[src/rtl/fifo_read_packer.sv]
// Read-domain consumer of the async FIFO: pops words whenever data is available,
// packs PACK_WORDS of them (first word in the LSBs) and offers the packet on valid/ready.
module fifo_read_packer #(
    parameter int MEMORY_WIDTH = 4,
    parameter int PACK_WORDS   = 4,
    parameter int READ_REG     = 1
) (
    input  logic                                 r_clk,
    input  logic                                 rrst_n,
    input  logic                                 r_empty,
    input  logic [MEMORY_WIDTH-1:0]              rdata,
    output logic                                 r_en,
    input  logic                                 flush,
    output logic [MEMORY_WIDTH*PACK_WORDS-1:0]   out_data,
    output logic [$clog2(PACK_WORDS+1)-1:0]      out_count,
    output logic                                 out_valid,
    input  logic                                 out_ready
);

    localparam int CNT_W = $clog2(PACK_WORDS + 1);
    localparam logic [CNT_W-1:0] FULL_CNT = CNT_W'(PACK_WORDS);

    typedef enum logic [0:0] {
        FILL = 1'b0,
        HOLD = 1'b1
    } state_t;

    state_t                               state_r;
    logic [CNT_W-1:0]                     issued_r;
    logic [CNT_W-1:0]                     rcvd_r;
    logic                                 flush_pend_r;
    logic                                 rd_pend_r;
    logic [MEMORY_WIDTH*PACK_WORDS-1:0]   acc_r;
    logic [CNT_W-1:0]                     count_r;
    logic                                 valid_r;

    logic                                 r_en_s;
    logic                                 cap_s;
    logic                                 inflight_s;
    logic [CNT_W-1:0]                     rcvd_inc_s;

    // Pop request, capture strobe and in-flight indication for the selected read latency
    always_comb begin
        r_en_s     = 1'b0;
        cap_s      = 1'b0;
        inflight_s = 1'b0;
        rcvd_inc_s = rcvd_r + CNT_W'(1);
        if ((state_r == FILL) && !r_empty && (issued_r < FULL_CNT) && !flush_pend_r) begin
            r_en_s = 1'b1;
        end else begin
            r_en_s = 1'b0;
        end
        if (READ_REG != 0) begin
            cap_s      = rd_pend_r;
            inflight_s = rd_pend_r;
        end else begin
            cap_s      = r_en_s;
            inflight_s = 1'b0;
        end
    end

    // Packet accumulation and FILL/HOLD sequencing
    always_ff @(posedge r_clk or negedge rrst_n) begin
        if (!rrst_n) begin
            state_r      <= FILL;
            issued_r     <= '0;
            rcvd_r       <= '0;
            flush_pend_r <= 1'b0;
            rd_pend_r    <= 1'b0;
            acc_r        <= '0;
            count_r      <= '0;
            valid_r      <= 1'b0;
        end else begin
            case (state_r)
                FILL: begin
                    if (r_en_s) begin
                        issued_r <= issued_r + CNT_W'(1);
                    end
                    rd_pend_r <= (READ_REG != 0) ? r_en_s : 1'b0;
                    if (cap_s) begin
                        rcvd_r <= rcvd_inc_s;
                        for (int k = 0; k < PACK_WORDS; k++) begin
                            if (rcvd_r == CNT_W'(k)) begin
                                acc_r[k*MEMORY_WIDTH +: MEMORY_WIDTH] <= rdata;
                            end
                        end
                    end
                    // A landing last word wins over any flush arriving on the same edge
                    if (cap_s && (rcvd_inc_s == FULL_CNT)) begin
                        state_r <= HOLD;
                        valid_r <= 1'b1;
                        count_r <= FULL_CNT;
                    end else if (flush_pend_r && !inflight_s && (rcvd_r != '0)) begin
                        state_r <= HOLD;
                        valid_r <= 1'b1;
                        count_r <= rcvd_r;
                    end else if (flush && ((rcvd_r != '0) || inflight_s)) begin
                        flush_pend_r <= 1'b1;
                    end
                end
                HOLD: begin
                    if (out_ready) begin
                        state_r      <= FILL;
                        valid_r      <= 1'b0;
                        acc_r        <= '0;
                        count_r      <= '0;
                        issued_r     <= '0;
                        rcvd_r       <= '0;
                        flush_pend_r <= 1'b0;
                        rd_pend_r    <= 1'b0;
                    end
                end
                default: begin
                    state_r <= FILL;
                end
            endcase
        end
    end

    assign r_en      = r_en_s;
    assign out_data  = acc_r;
    assign out_count = count_r;
    assign out_valid = valid_r;

endmodule
[config.mk]
export PLATFORM = sky130hd
export DESIGN_NAME = fifo_read_packer
export DESIGN_NICKNAME = d
export VERILOG_FILES = /design/src/rtl/fifo_read_packer.sv
export SDC_FILE = /design/constraint.sdc
export NUM_CORES = 1
export LEC_CHECK = 0
export CORE_MARGIN = 3
export CORE_UTILIZATION = 45
export CTS_CLUSTER_SIZE = 10
export DETAILED_ROUTE_END_ITERATION = 6
export HOLD_SLACK_MARGIN = 0.02
export PLACE_DENSITY = 0.73
export SYNTH_ARGS = -nofsm -noshare
export SYNTH_HDL_FRONTEND = slang
export SYNTH_SLANG_ARGS = --single-unit
[constraint.sdc]
create_clock -name r_clk -period 1.6 [get_ports r_clk]
set_input_delay 0.4 -clock r_clk [delete_from_list [all_inputs] [get_ports r_clk]]
set_output_delay 0.4 -clock r_clk [all_outputs]
set_load 0.01 [all_outputs]
==> results of run 1 <==
[sequential cells by signal (all words and copies together) (netlist names)]
register      flops
out_valid         1
out_data         16
flush_pend_r      1
state_r           1
out_count         3
issued_r          3
cap_s             1
rcvd_r            3
[logic make-up (layout without fill, tap and decap cells)]
logic type               Yosys count  count (layout)  share of synthesized area [%]
AO/OA/AOI/OAI                     35              35                          13.88
XOR/XNOR                           2               2                          1.200
adder cells (fa/ha/maj)            7               7                          5.998
buffers and inverters             11              52                          3.599
flip-flops                        29              29                          49.70
multiplexers                      15              15                          10.28
AND/OR/NAND/NOR                   44              44                          15.34
[power by group]
part           switching, µW  total, µW  leakage (µW)  internal, µW
registers                221       1240      0.000378          1020
clock network            240        446     0.0000314           207
logic                    747       1450      0.000627           699
[final timing paths]
kind / to / start / depth (start not counted) / slack, ns
setup / recovery: r_en / flush_pend_r / 2 / 0.02
hold reg to reg: out_count[2] / out_count[2] / 1 / 0.51
min in group r_clk: out_count[2] / out_count[2] / 1 / 0.51
max in group asynchronous: issued_r[2] / rrst_n / 2 / 0.88
setup reg to reg: out_count[2] / rcvd_r[0] / 7 / 0.06
hold / removal: rcvd_r[0] / rrst_n / 2 / 0.45
[critical path: cells and delay by family, from the launching register on]
family        cells  cell delay [ns]
simple gates      1             0.24
buf+inv           1             0.17
flops             1             0.44
[per-layer routing]
layer	track usage, %	share of wire, %
met5	0	0
met4	6.336	1.6
met3	6.115	4.0
met2	27.27	48
met1	22.61	46
[area by class of cell]
cell class	count	area (µm²)
Fill cell	267	1151
Multi-Input combinational cell	103	719.4
Clock buffer	7	55.05
Timing Repair Buffer	41	356.6
Sequential cell	29	725.7
Tap cell	44	55.05
Inverter	4	15.01
[cell usage in the layout (no fill, tap or decap)]
cell / count
a21bo_2: 1
a21o_1: 1
a21oi_1: 4
and2_2: 1
and3b_1: 1
buf_2: 1
buf_4: 11
buf_6: 1
clkbuf_1: 1
clkbuf_4: 5
clkbuf_8: 1
clkdlybuf4s50_1: 7
dfrtp_1: 29
dlygate4sd2_1: 20
dlymetal6s2s_1: 1
ha_1: 6
ha_2: 1
inv_1: 4
mux2i_1: 15
nand2_1: 28
nand2_4: 2
nand2b_1: 3
nand2b_4: 1
nand3b_1: 1
nor2_1: 1
nor2_2: 1
nor2b_1: 1
nor3_2: 1
nor3b_4: 1
nor4_4: 1
o21a_1: 1
o21ai_0: 17
o21bai_1: 1
o22ai_1: 9
o2bb2ai_1: 1
or2_4: 1
xnor2_1: 2
[through the flow]
stage | worst slack [ns] | util, % | TNS (ns) | instance area, µm²
2_1_floorplan | 0.01009 | - | 0 | 1463
3_3_place_gp | -0.4691 | 60.20 | -0.4762 | 1853
3_5_place_dp | -0.4607 | 60.20 | -0.4688 | 1853
4_1_cts | -0.02006 | 61.10 | -0.02006 | 1881
5_1_grt | -0.03999 | 62.60 | -0.07236 | 1927
6_report | 0.02376 | 62.60 | 0 | 1927
[timing repair]
action	CTS	global route
buffers inserted	0	1
pin swaps	1	2
endpoints found under the setup margin	22	16
resized for setup	25	9
==> metrics.yaml, run 1 <==
cp-end-kind: "primary output"
path_cells: "nor4_4 > buf_2"
finalSetupViolCount: 0
numPortBuffers: 29
synth_edf_count: 0
ys.flop_type: "dfrtp_1"
drt_wl_total_mm: 3.208
grt_max_degree: 30
p_total_uw: 3129
synth.area.top_cells: "dfrtp_1 50%, mux2i_1 10%, nand2_1 7.2%"
start_kind: "register"
hp-class: "primary input to asynchronous set/reset pin"
synth_nets: 159
clk_pin_slew_ns: 0.09
path_max_fanout: 4
diodes: 0
vias_per_cell: 5.193
dieHeight_um: 62.96
rsz0062_at_grt: "true"
synth-seq-cells: 29
postSynthAreaPerCell_um2: 10.21
clockRootBuffer: "clkbuf_4"
synth_cell_types: 28
crit_type: "register to primary output"
achievable-frequency_mhz: 634.4
cap_violations: 0
fin_crit_ns: 1.576
clk_latency_ns: 0.33
cts_made_buffers: 5
nets: 200
async_reset_ff_share_pct: 100.0
start_util_pct: 47.44
p_per_area_nw_per_um2: 1624
pin_count: 30
cts_tree: "done"
dp_cells: 220
die_x_um: 62.96
drive_above_1_share_pct: 16.30
core_area_um2: 3078
grt_usage_pct: 17.58
cp.arrival_ns: 1.18
rows: 20
relSlewSlack_pct: 76.05
gp_congestion: 0.7828
yosysSeqAreaShare_pct: 49.70
leakage_uw: 0.001036
vdd_ir_drop_max_mv: 0.8424
yosysTopAreaCell: "dfrtp_1"
dp_hpwl_mm: 2.239
yosysMostFrequentCell: "dfrtp_1"
hold_slack_ns: 0.4498
cp_slowest_cell: "dfrtp_1"
fin_skew_ns: 0.006899
drtIter0Drc: 33
worstMarginPinSlew_ns: 0.3592
clock_sink_count: 29
timing.final.crit_share_pct: 98.51
synth_area_um2: 1460
hold_viol: 0
ant_nets: 0
dr.pass1.iters: 4
num_vias: 1184
cts_max_level: 2
overflow: 0
cts_hold_buf: 0
drc: 0
yosys-top-cells-count: "29 x dfrtp_1, 28 x nand2_1, 17 x o21ai_0, 15 x mux2i_1, 9 x o22ai_1"
wl_per_cell_um: 14.07
max_stage_delay_ns: 0.44
layout.cells.non_filler: 228
area_growth_pct: 31.96
worstPathRequired_ns: 1.20
outcome: "finished, final reports clean"
synth_cells: 143
slew_viol_final: 0
antenna_found_initial: 0
die_area_um2: 3964
grt_pass1_vias: 1235
synth_warnings: 0
synth_top_area_share_pct: 49.70
grt_pass1_wl_mm: 5.451
clockBufferDepth: 2
No activity file was read; power rests on OpenSTA's default activity.
==> run 2: changes to the inputs <==
--- a/config.mk
+++ b/config.mk
@@ -5,12 +5,12 @@
 export SDC_FILE = /design/constraint.sdc
 export NUM_CORES = 1
 export LEC_CHECK = 0
-export CORE_MARGIN = 3
-export CORE_UTILIZATION = 45
+export CORE_UTILIZATION = 51
 export CTS_CLUSTER_SIZE = 10
 export DETAILED_ROUTE_END_ITERATION = 6
+export DONT_BUFFER_PORTS = 1
 export HOLD_SLACK_MARGIN = 0.02
-export PLACE_DENSITY = 0.73
+export PLACE_DENSITY = 0.68
 export SYNTH_ARGS = -nofsm -noshare
 export SYNTH_HDL_FRONTEND = slang
 export SYNTH_SLANG_ARGS = --single-unit
==> run 2 against run 1 <==
Effect of this change:
- via count shrank 7.9%
- clock power shrank 7.8%
- cell count shrank 18%
- core utilization shrank 2.8 points
- power shrank 9.2%
- critical endpoint is now state_r
==> metrics.yaml, run 2 (synthesis results as in run 1) <==
outcome: "finished, final reports clean"
slew_viol_final: 0  # unchanged
timing.rr.end: "state_r"
grt_pass1_vias: 1126  # -8.8%
p_sw_uw: 1136  # -5.9%
rr_worst_depth: 6  # -1
worstPathRequired_ns: 1.82  # +0.62 ns
start_kind: "register"
achievable-frequency_mhz: 634.1  # about the same
finalSetupViolCount: 0  # unchanged
crit_type: "register to register"
cts_tree: "done"
seqCellArea_um2: 726.9  # +0.17%
dieHeight_um: 55.51  # -12%
grt_usage_pct: 22.55  # +5.0 points
fin_skew_ns: 0.007948  # +0.001049 ns
dr.pass1.iters: 4  # unchanged
crit_end: "state_r"
diodes: 0  # unchanged
antenna_found_initial: 0  # unchanged
hold_viol: 0  # unchanged
die_area_um2: 3081  # -22%
rows: 19  # -5.0%
rsz0062_at_grt: "true"
wl_per_cell_um: 15.72  # +12%
drtIter0Drc: 42  # +27%
seq_power_share_pct: 48.3  # +8.8 points
start_util_pct: 53.41  # +6.0 points
relSlewSlack_pct: 83.60  # +7.5 points
drc: 0  # unchanged
worstMarginPinSlew_ns: 0.2449  # -0.1142 ns
timing.final.crit_share_pct: 98.56  # about the same
hp-class: "primary input to register"
cp-end-kind: "register"
drive_above_1_share_pct: 17.20  # +0.89 points
clockPowerShare_pct: 14.5  # +0.2 points
largest_register_ffs: 16  # unchanged
ant_nets: 0  # unchanged
numPortBuffers: 0  # -100%
p_sw_share_pct: 40.01  # +1.4 points
startpoint: "rcvd_r[0]"
r2r_slack_ns: 0.02  # -0.04 ns
cap_violations: 0  # unchanged
vdd_ir_drop_max_mv: 1.312  # +56%
clockRootBuffer: "clkbuf_4"
most-common-layout-cells: "28 x nand2_1, 28 x dfrtp_1, 16 x o21ai_0"
grt_max_degree: 30  # unchanged
nets: 172  # -14%
cts_max_level: 2  # unchanged
grt_pass1_wl_mm: 5.347  # -1.9%
final_util_pct: 59.82  # -2.8 points
gp_congestion: 0.7394  # -5.5%
dp_hpwl_mm: 2.180  # -2.7%
cts_made_buffers: 5  # unchanged
p_total_uw: 2840  # -9.2%
r2r_start: "rcvd_r[0]"
overflow: 0  # unchanged
clock_sink_count: 29  # unchanged
die_x_um: 55.51  # -12%
area_growth_pct: 12.00
vias_per_cell: 5.803  # +12%
combPwrFrac_pct: 37.3  # -8.9 points
clk_pin_slew_ns: 0.09  # about the same
path_max_fanout: 4  # unchanged
p_per_area_nw_per_um2: 1737  # +6.9%
p_int_uw: 1704  # -11%
num_vias: 1091  # -7.9%
multi_input_area_um2: 693.2  # -3.7%
nFillCells: 244  # -8.6%
clk_latency_ns: 0.32  # about the same
cp.arrival_ns: 1.80  # +0.62 ns
pin_count: 30  # unchanged
leakage_uw: 0.0008179  # -21%
core_area_um2: 2734  # -11%
fin_crit_ns: 1.577  # +0.0007147 ns
clockBufferDepth: 2  # unchanged
drt_wl_total_mm: 2.955  # -7.9%
run 2: changes by cell type in the layout (fill, tap and decap cells not counted), moves of 2 or more:
cell	before	now
clkdlybuf4s50_1	7	0
dlygate4sd2_1	20	0
clkbuf_1	1	3
nand2_4	2	0
nand2_2	0	2
run 2: power by group through the flow:
stage / Sequential (µW) / Combinational (µW) / Clock [µW]
after floorplan: 1310 / 786 / 0
after global placement: 1380 / 940 / 0
after detailed placement: 1400 / 991 / 0
after CTS: 1370 / 1050 / 420
after global routing: 1410 / 1210 / 459
final: 1370 / 1060 / 411
run 2: critical path, cell delays in order, from the launching register on:
cell and delay, ns:
dfrtp_1 0.39, ha_2 0.18, ha_1 0.25, nand2b_1 0.11
nor2_1 0.06, or2_2 0.31, o21a_1 0.18
run 2: stage by stage:
step | cell area (µm²) | instances | hold slack [ns] | setup WS (ns) | TNS [ns]
2_1_floorplan | 1463 | 143 | 0.1044 | 0.01009 | 0
3_3_place_gp | 1539 | 177 | 0.1050 | 0.05920 | 0
3_5_place_dp | 1539 | 177 | 0.1050 | 0.03625 | 0
4_1_cts | 1627 | 188 | 0.1519 | 0.01575 | 0
5_1_grt | 1635 | 188 | 0.1507 | -0.06343 | -0.2612
6_report | 1635 | 188 | 0.1616 | 0.02305 | 0
run 2: worst min path at each step:
stage | endpoint | slack [ns] | startpoint | cells after the start
floorplan | cap_s | 0.10 | rrst_n | 0
global placement | out_data[12] | 0.11 | rrst_n | 0
detailed placement | out_data[12] | 0.10 | rrst_n | 0
CTS | issued_r[2] | 0.15 | out_ready | 1
finish | issued_r[2] | 0.16 | out_ready | 1
global route | issued_r[2] | 0.15 | out_ready | 1
run 2: what timing repair did:
| action | CTS | global route |
|---|---|---|
| hold buffers | 2 | 0 |
| setup buffers | 1 | 0 |
| resized for setup | 1 | 3 |
| pin swaps | 1 | 0 |
| endpoints found under the hold margin | 29 | 0 |
| setup endpoints to repair | 1 | 7 |
run 2: metal layers:
layer / track usage [%] / wire length [µm] / vias to the layer above
met5: 0 / 0 / -
met4: 9.286 / 71 / 0
met3: 9.602 / 216 / 9
met2: 35.63 / 1442 / 39
met1: 27.05 / 1225 / 526
li1: - / - / 517
run 2: final cells by class:
type / instances / share of cell area [%]
clock buffer: 8 / 2.984
multi-input combinational: 103 / 42.39
inverter: 4 / 0.9181
timing repair buffer: 13 / 6.886
tap: 31 / 2.372
sequential: 29 / 44.45
